## src/rtl/fetch_pkg.sv

```systemverilog
// Shared definitions for the buffered fetch stage: reset constants, the
// prefetch-queue entry layout and the credit-counter width helper.
package fetch_pkg;

    localparam int          FETCH_XLEN      = 32;
    localparam logic [31:0] FETCH_NOP_INSTR = 32'h0000_0013;
    localparam logic [31:0] FETCH_RESET_PC  = 32'h0000_0000;

    // Queue entry layout at the default address width.
    typedef struct packed {
        logic [31:0]           instr;
        logic [FETCH_XLEN-1:0] pc;
    } fetch_entry_t;

    // Counters and queue pointers need one extra bit so that a value of
    // DEPTH is representable and full can be told apart from empty.
    function automatic int credit_width(input int depth);
        return $clog2(depth) + 1;
    endfunction

endpackage

```

## src/rtl/fetch_queue.sv

```systemverilog
// Synchronous FIFO with clear. Pointers carry one extra MSB so that
// equal low bits with different MSBs means full.
module fetch_queue
    import fetch_pkg::*;
#(
    parameter int WIDTH = 32,
    parameter int DEPTH = 4
) (
    input  logic                           clk,
    input  logic                           i_rst_n,
    input  logic                           i_push,
    input  logic [WIDTH-1:0]               i_push_data,
    input  logic                           i_pop,
    input  logic                           i_clear,
    output logic [WIDTH-1:0]               o_head,
    output logic                           o_full,
    output logic                           o_empty,
    output logic [credit_width(DEPTH)-1:0] o_count
);

    localparam int AW = $clog2(DEPTH);
    localparam int CW = credit_width(DEPTH);

    logic [WIDTH-1:0] r_mem [DEPTH];
    logic [CW-1:0]    r_wptr;
    logic [CW-1:0]    r_rptr;
    logic             w_do_push;
    logic             w_do_pop;

    assign o_empty   = (r_wptr == r_rptr);
    assign o_full    = (r_wptr[AW-1:0] == r_rptr[AW-1:0]) && (r_wptr[AW] != r_rptr[AW]);
    assign o_count   = r_wptr - r_rptr;
    assign o_head    = r_mem[r_rptr[AW-1:0]];
    assign w_do_push = i_push && !o_full && !i_clear;
    assign w_do_pop  = i_pop && !o_empty && !i_clear;

    // Storage write; contents are qualified by the pointers, so no reset.
    always_ff @(posedge clk) begin
        if (w_do_push) begin
            r_mem[r_wptr[AW-1:0]] <= i_push_data;
        end
    end

    // Read/write pointer update with clear taking priority.
    always_ff @(posedge clk or negedge i_rst_n) begin
        if (!i_rst_n) begin
            r_wptr <= {CW{1'b0}};
            r_rptr <= {CW{1'b0}};
        end else if (i_clear) begin
            r_wptr <= {CW{1'b0}};
            r_rptr <= {CW{1'b0}};
        end else begin
            if (w_do_push) begin
                r_wptr <= r_wptr + CW'(1);
            end
            if (w_do_pop) begin
                r_rptr <= r_rptr + CW'(1);
            end
        end
    end

endmodule

```

## src/rtl/fetch_stage_buffered.sv

```systemverilog
// Buffered instruction fetch: owns the PC, issues credit-limited pipelined
// requests, tags responses with their issue address, queues them and feeds
// the IF/ID register. Responses outstanding at a redirect are discarded.
module fetch_stage_buffered
    import fetch_pkg::*;
#(
    parameter int              XLEN      = 32,
    parameter int              DEPTH     = 4,
    parameter logic [XLEN-1:0] RESET_PC  = XLEN'(FETCH_RESET_PC),
    parameter logic [31:0]     NOP_INSTR = FETCH_NOP_INSTR
) (
    input  logic            clk,
    input  logic            rst,
    input  logic            PCSrcE,
    input  logic [XLEN-1:0] PCTargetE,
    input  logic            StallD,
    input  logic            FlushD,
    output logic            imem_req_valid,
    output logic [XLEN-1:0] imem_req_addr,
    input  logic            imem_req_ready,
    input  logic            imem_rsp_valid,
    input  logic [31:0]     imem_rsp_data,
    output logic [31:0]     InstrD,
    output logic [XLEN-1:0] PCD,
    output logic [XLEN-1:0] PCPlus4D,
    output logic            ValidD
);

    localparam int CW = credit_width(DEPTH);

    typedef struct packed {
        logic [31:0]     instr;
        logic [XLEN-1:0] pc;
        logic [XLEN-1:0] pc_plus4;
    } q_entry_t;

    localparam int EW = $bits(q_entry_t);

    logic [XLEN-1:0] r_pc;
    logic [CW-1:0]   r_inflight;
    logic [CW-1:0]   r_drop;
    logic            r_valid_d;
    logic [31:0]     r_instr_d;
    logic [XLEN-1:0] r_pc_d;
    logic [XLEN-1:0] r_pc_plus4_d;

    logic [CW:0]     w_credit_sum;
    logic            w_req_valid;
    logic            w_req_fire;
    logic            w_rsp_take;
    logic            w_rsp_push;
    logic            w_d_pop;
    q_entry_t        w_push_entry;
    q_entry_t        w_q_head;
    logic [EW-1:0]   w_q_head_bits;
    logic            w_q_full;
    logic            w_q_empty;
    logic [CW-1:0]   w_q_count;
    logic [XLEN-1:0] w_tag_head;
    logic            w_tag_full;
    logic            w_tag_empty;
    logic [CW-1:0]   w_tag_count;
    logic            w_unused_tag;

    // Requests are only issued while in-flight plus buffered words leave room
    // in the queue, which is what makes queue overflow impossible.
    assign w_credit_sum   = {1'b0, r_inflight} + {1'b0, w_q_count};
    assign w_req_valid    = rst && !PCSrcE && (w_credit_sum < (CW+1)'(DEPTH));
    assign w_req_fire     = w_req_valid && imem_req_ready;
    // A response with nothing outstanding is a protocol error and is ignored.
    assign w_rsp_take     = imem_rsp_valid && (r_inflight != {CW{1'b0}});
    assign w_rsp_push     = w_rsp_take && (r_drop == {CW{1'b0}}) && !PCSrcE;
    assign w_d_pop        = !PCSrcE && !FlushD && !StallD && !w_q_empty;

    assign w_push_entry.instr    = imem_rsp_data;
    assign w_push_entry.pc       = w_tag_head;
    assign w_push_entry.pc_plus4 = w_tag_head + XLEN'(4);
    assign w_q_head              = q_entry_t'(w_q_head_bits);

    // Tag FIFO status is implied by the in-flight counter.
    assign w_unused_tag = ^{w_tag_full, w_tag_empty, w_tag_count};

    assign imem_req_valid = w_req_valid;
    assign imem_req_addr  = r_pc;
    assign InstrD         = r_instr_d;
    assign PCD            = r_pc_d;
    assign PCPlus4D       = r_pc_plus4_d;
    assign ValidD         = r_valid_d;

    // Issue addresses of non-discarded in-flight requests, oldest first.
    fetch_queue #(.WIDTH(XLEN), .DEPTH(DEPTH)) u_tag_fifo (
        .clk         (clk),
        .i_rst_n     (rst),
        .i_push      (w_req_fire),
        .i_push_data (r_pc),
        .i_pop       (w_rsp_push),
        .i_clear     (PCSrcE),
        .o_head      (w_tag_head),
        .o_full      (w_tag_full),
        .o_empty     (w_tag_empty),
        .o_count     (w_tag_count)
    );

    // Prefetch queue of returned instructions with their PC and PC+4.
    fetch_queue #(.WIDTH(EW), .DEPTH(DEPTH)) u_prefetch_q (
        .clk         (clk),
        .i_rst_n     (rst),
        .i_push      (w_rsp_push),
        .i_push_data (w_push_entry),
        .i_pop       (w_d_pop),
        .i_clear     (PCSrcE),
        .o_head      (w_q_head_bits),
        .o_full      (w_q_full),
        .o_empty     (w_q_empty),
        .o_count     (w_q_count)
    );

    // Program counter: redirect target, else advance on an accepted request.
    always_ff @(posedge clk or negedge rst) begin
        if (!rst) begin
            r_pc <= RESET_PC;
        end else if (PCSrcE) begin
            r_pc <= PCTargetE;
        end else if (w_req_fire) begin
            r_pc <= r_pc + XLEN'(4);
        end
    end

    // In-flight and drop counters; a redirect turns everything still
    // outstanding (minus a response consumed this cycle) into drops.
    always_ff @(posedge clk or negedge rst) begin
        if (!rst) begin
            r_inflight <= {CW{1'b0}};
            r_drop     <= {CW{1'b0}};
        end else begin
            r_inflight <= r_inflight + CW'(w_req_fire) - CW'(w_rsp_take);
            if (PCSrcE) begin
                r_drop <= r_inflight - CW'(w_rsp_take);
            end else if (w_rsp_take && (r_drop != {CW{1'b0}})) begin
                r_drop <= r_drop - CW'(1);
            end
        end
    end

    // IF/ID register: redirect and flush invalidate regardless of stall.
    always_ff @(posedge clk or negedge rst) begin
        if (!rst) begin
            r_valid_d    <= 1'b0;
            r_instr_d    <= NOP_INSTR;
            r_pc_d       <= {XLEN{1'b0}};
            r_pc_plus4_d <= {XLEN{1'b0}};
        end else if (PCSrcE || FlushD) begin
            r_valid_d <= 1'b0;
            r_instr_d <= NOP_INSTR;
        end else if (!StallD) begin
            if (!w_q_empty) begin
                r_valid_d    <= 1'b1;
                r_instr_d    <= w_q_head.instr;
                r_pc_d       <= w_q_head.pc;
                r_pc_plus4_d <= w_q_head.pc_plus4;
            end else begin
                r_valid_d <= 1'b0;
                r_instr_d <= NOP_INSTR;
            end
        end
    end

    // Queue overflow is excluded by the credit rule; full is kept for reuse.
    logic w_unused_full;
    assign w_unused_full = w_q_full;

endmodule
```

## config.mk

```make
export PLATFORM = sky130hd
export DESIGN_NAME = fetch_stage_buffered
export DESIGN_NICKNAME = d
export VERILOG_FILES = /design/src/rtl/fetch_pkg.sv /design/src/rtl/fetch_queue.sv /design/src/rtl/fetch_stage_buffered.sv
export SDC_FILE = /design/constraint.sdc
export NUM_CORES = 1
export LEC_CHECK = 0
export ABC_AREA = 0
export CAP_MARGIN = 15
export CORE_ASPECT_RATIO = 1.4
export CORE_MARGIN = 2
export CORE_UTILIZATION = 25
export DETAILED_ROUTE_END_ITERATION = 12
export MAX_ROUTING_LAYER = met4
export RECOVER_POWER = 100
export SLEW_MARGIN = 20
export SYNTH_ARGS = -nofsm -noshare
export SYNTH_HDL_FRONTEND = slang
export SYNTH_SLANG_ARGS = --single-unit
```

## constraint.sdc

```tcl
create_clock -name clk -period 7.1 [get_ports clk]
set_input_delay 0.71 -clock clk [delete_from_list [all_inputs] [get_ports clk]]
set_output_delay 0.71 -clock clk [all_outputs]
set_load 0.02 [all_outputs]
```

==> out/metrics.yaml <==
drv_slew: 556
crit_path_top_delay_cell: "clkbuf_1"
synthesis.nets: 1521
hpwl_um: 39300
cts_resized: 0
setup_slack_ns: 1.47
fmaxAchievable_mhz: 178
hold_start: "PCD[27]$_DFFE_PN0P_"
ctsHtreeMaxLevel: 3
tritoncts: "yes"
finalCritPeriodShare_pct: 79.3
postRouteAntennaNets: 0
placed_area_um2: 28900
synth_area_leaders: "edfxtp_1 (60%), dfrtp_1 (14%), mux4_2 (10%)"
critPathMaxStageDelay_ns: 1.97
setup_tns_ns: 0
worst_pin_slew_ns: 2.96
clock_sinks: 649
power_density_nw_per_um2: 292
final_hold_viol_count: 0
ys_warn_count: 0
synth_ff_type: "edfxtp_1"
globalRoute.totalOverflow: 0
relSlewSlack_pct: -97.5
path_cells: "inv_1, ha_1, a311oi_1, and2_4, clkbuf_1"
ctsHoldBuffers: 0
failed_checks: "capacitance limit, slew limit"
chipHeight_um: 381
synth-seq-cells: 649
end_kind: "flop"
drc: 0
p_int_w: 0.00674
synth.distinct_cells: 56
total_power_w: 0.00904
core_um2: 101000
clockRootBuffer: "clkbuf_16"
worst-path-max-fanout: 55
pre_cts_slack_ns: 2.29
initial_core_util_pct: 25.1
layout_commonest_cell: "edfxtp_1"
status: "finished with violations"
grt_usage_pct: 12.1
peakVddDrop_mv: 0.154
postCtsSetupBuffers: 0
die_w_um: 273
dieArea_um2: 104000
io_pins: 201
port_buffers: 200
final_cell_mix: "edfxtp_1 (504), nand2_1 (247), dlygate4sd3_1 (162)"
cp-start-kind: "flop"
r2r_slack_ns: 1.47
swShare_pct: 25.5
setup_violations: 0
numCtsBuffers: 69
criticalPathCategory: "reg -> reg"
p_sw_w: 0.00230
cp-startpoint: "u_prefetch_q.r_rptr[1]$_DFFE_PN0P_"
via_per_inst: 4.43
grt_pass1_wl_um: 92100
multiInputGateArea_um2: 6150
grt_pass1_vias: 14200
async_flop_share_pct: 22.3
avgSynthCellArea_um2: 17.8
clk_pin_slew_ns: 0.06
layout-drive-gt1-share_pct: 14.2
cts_buffer_depth: 3
rsz0062_at_grt: "false"
period_needed_ns: 5.63
min_path_type: "reg -> reg"
routed_wl_um: 61400
rows: 138
synth_top_cell_by_area: "edfxtp_1"
rr_worst_depth: 5
arrival_ns: 5.80
timing.rr.end: "u_prefetch_q.r_mem[1][32]$_DFFE_PP_"
detail_route.wl_per_cell_um: 20.2
syn_to_final_growth_pct: 22.4
synth_edf_count: 504
yosysSeqAreaShare_pct: 74.1
reg2reg_from: "u_prefetch_q.r_rptr[1]$_DFFE_PN0P_"
vias: 13500
synth_top_area_share_pct: 59.8
clock_latency_ns: 0.62
seq_area_um2: 18800
synthesis.area_um2: 25300
grt_max_degree: 74
pwr-share-clk_pct: 38.4
hold_depth: 2
fin_area_um2: 31000
nets: 1746
pwr-share-seq_pct: 50.3
cp.required_ns: 7.27
power_frac_comb_pct: 11.3
skew_ns: 0.0474
hold_end: "PCD[27]$_DFFE_PN0P_"
syn_inst: 1426
drt_iter0_markers: 944
p_leak_nw: 10.8
fillers: 9895
antenna_found_initial: 8
maxCapViolCount: 13
place.gp.congestion: 0.751
first_pass_iters: 5
==> sequential cells by signal, indices dropped and copies added, names as in the netlist, 30 cells and up <==
register	flops
InstrD	32
PCD	32
PCPlus4D	30
imem_req_addr	32
u_prefetch_q.r_mem	376
u_tag_fifo.r_mem	128
==> kinds of logic (layout without fill, tap and decap cells) <==
kind of cell             count (synthesis)  in the layout  synth area share (%)
AND/OR/NAND/NOR                        370            370                  6.62
buffers and inverters                   92            374                  1.60
other                                    0              2                     0
AO/OA/AOI/OAI                          109            109                  3.09
flip-flops                             649            649                  74.1
XOR/XNOR                                50             50                  1.73
multiplexers                           132            132                  11.6
adder cells (fa/ha/maj)                 24             24                  1.24
==> through the flow <==
step / cells / hold WS (ns) / utilization, %
floorplan: 1426 / 0.414 / -
global placement: 2910 / 0.466 / 28.6
detailed placement: 2910 / 0.464 / 28.6
CTS: 3038 / 0.0290 / 30.8
global route: 3039 / 0.493 / 30.7
finish: 3040 / 0.469 / 30.7
==> final cells by class <==
class | count | share of cell area (%)
Sequential cell | 649 | 60.6
Inverter | 26 | 0.315
Timing Repair Buffer | 220 | 6.78
Multi-Input combinational cell | 685 | 19.8
Clock inverter | 33 | 0.868
Antenna cell | 2 | 0.0161
Tap cell | 1330 | 5.37
Clock buffer | 95 | 6.22
==> routing by layer <==
metal / track usage (%) / wire, um / vias up
met4: 3.11 / 1130 / 0
met1: 14.5 / 25300 / 6977
met3: 1.94 / 2680 / 87
met2: 21.1 / 32300 / 411
met5: - / 0 / -
li1: - / - / 5987
==> critical path: cells and delay by family, from the launching register on <==
family                   cells  cell delay [ns]
AO/OA/AOI/OAI                1             0.80
adder cells (fa/ha/maj)      1             0.36
buffers and inverters        2             2.17
flip-flops                   1             0.96
AND/OR/NAND/NOR              1             0.83
==> power by group through the flow <==
stage / clock network (W) / registers [W] / logic [W]
floorplan: 0 / 0.00473 / 0.000395
global placement: 0 / 0.00462 / 0.00109
detailed placement: 0 / 0.00463 / 0.00111
CTS: 0.00357 / 0.00456 / 0.00111
global route: 0.00371 / 0.00458 / 0.00112
finish: 0.00347 / 0.00455 / 0.00102
==> worst max path at each step <==
stage | end | slack, ns | cells after the start
after global placement | r_inflight[2]$_DFF_PN0_ | 2.30 | 15
after global routing | u_prefetch_q.r_mem[1][32]$_DFFE_PP_ | 1.02 | 5
after CTS | imem_req_valid | 2.23 | 8
after floorplan | u_prefetch_q.r_mem[3][10]$_DFFE_PP_ | 2.16 | 7
final | u_prefetch_q.r_mem[1][32]$_DFFE_PP_ | 1.47 | 5
after detailed placement | r_inflight[2]$_DFF_PN0_ | 2.29 | 15
==> cell usage after synthesis, types with 9 or more instances <==
master and count:
edfxtp_1 504, nand2_1 247, dfrtp_1 142, mux4_2 115, clkbuf_1 48, xnor2_1 33
a22o_1 29, o21ai_0 29, inv_1 26, nand3_1 25, nor2_1 23, ha_1 22
nand4_1 17, xor2_1 17, nor3_1 13, mux4_1 11, o311ai_0 11, and3_1 10
a21oi_1 9
No activity file was read; power rests on OpenSTA's default activity.
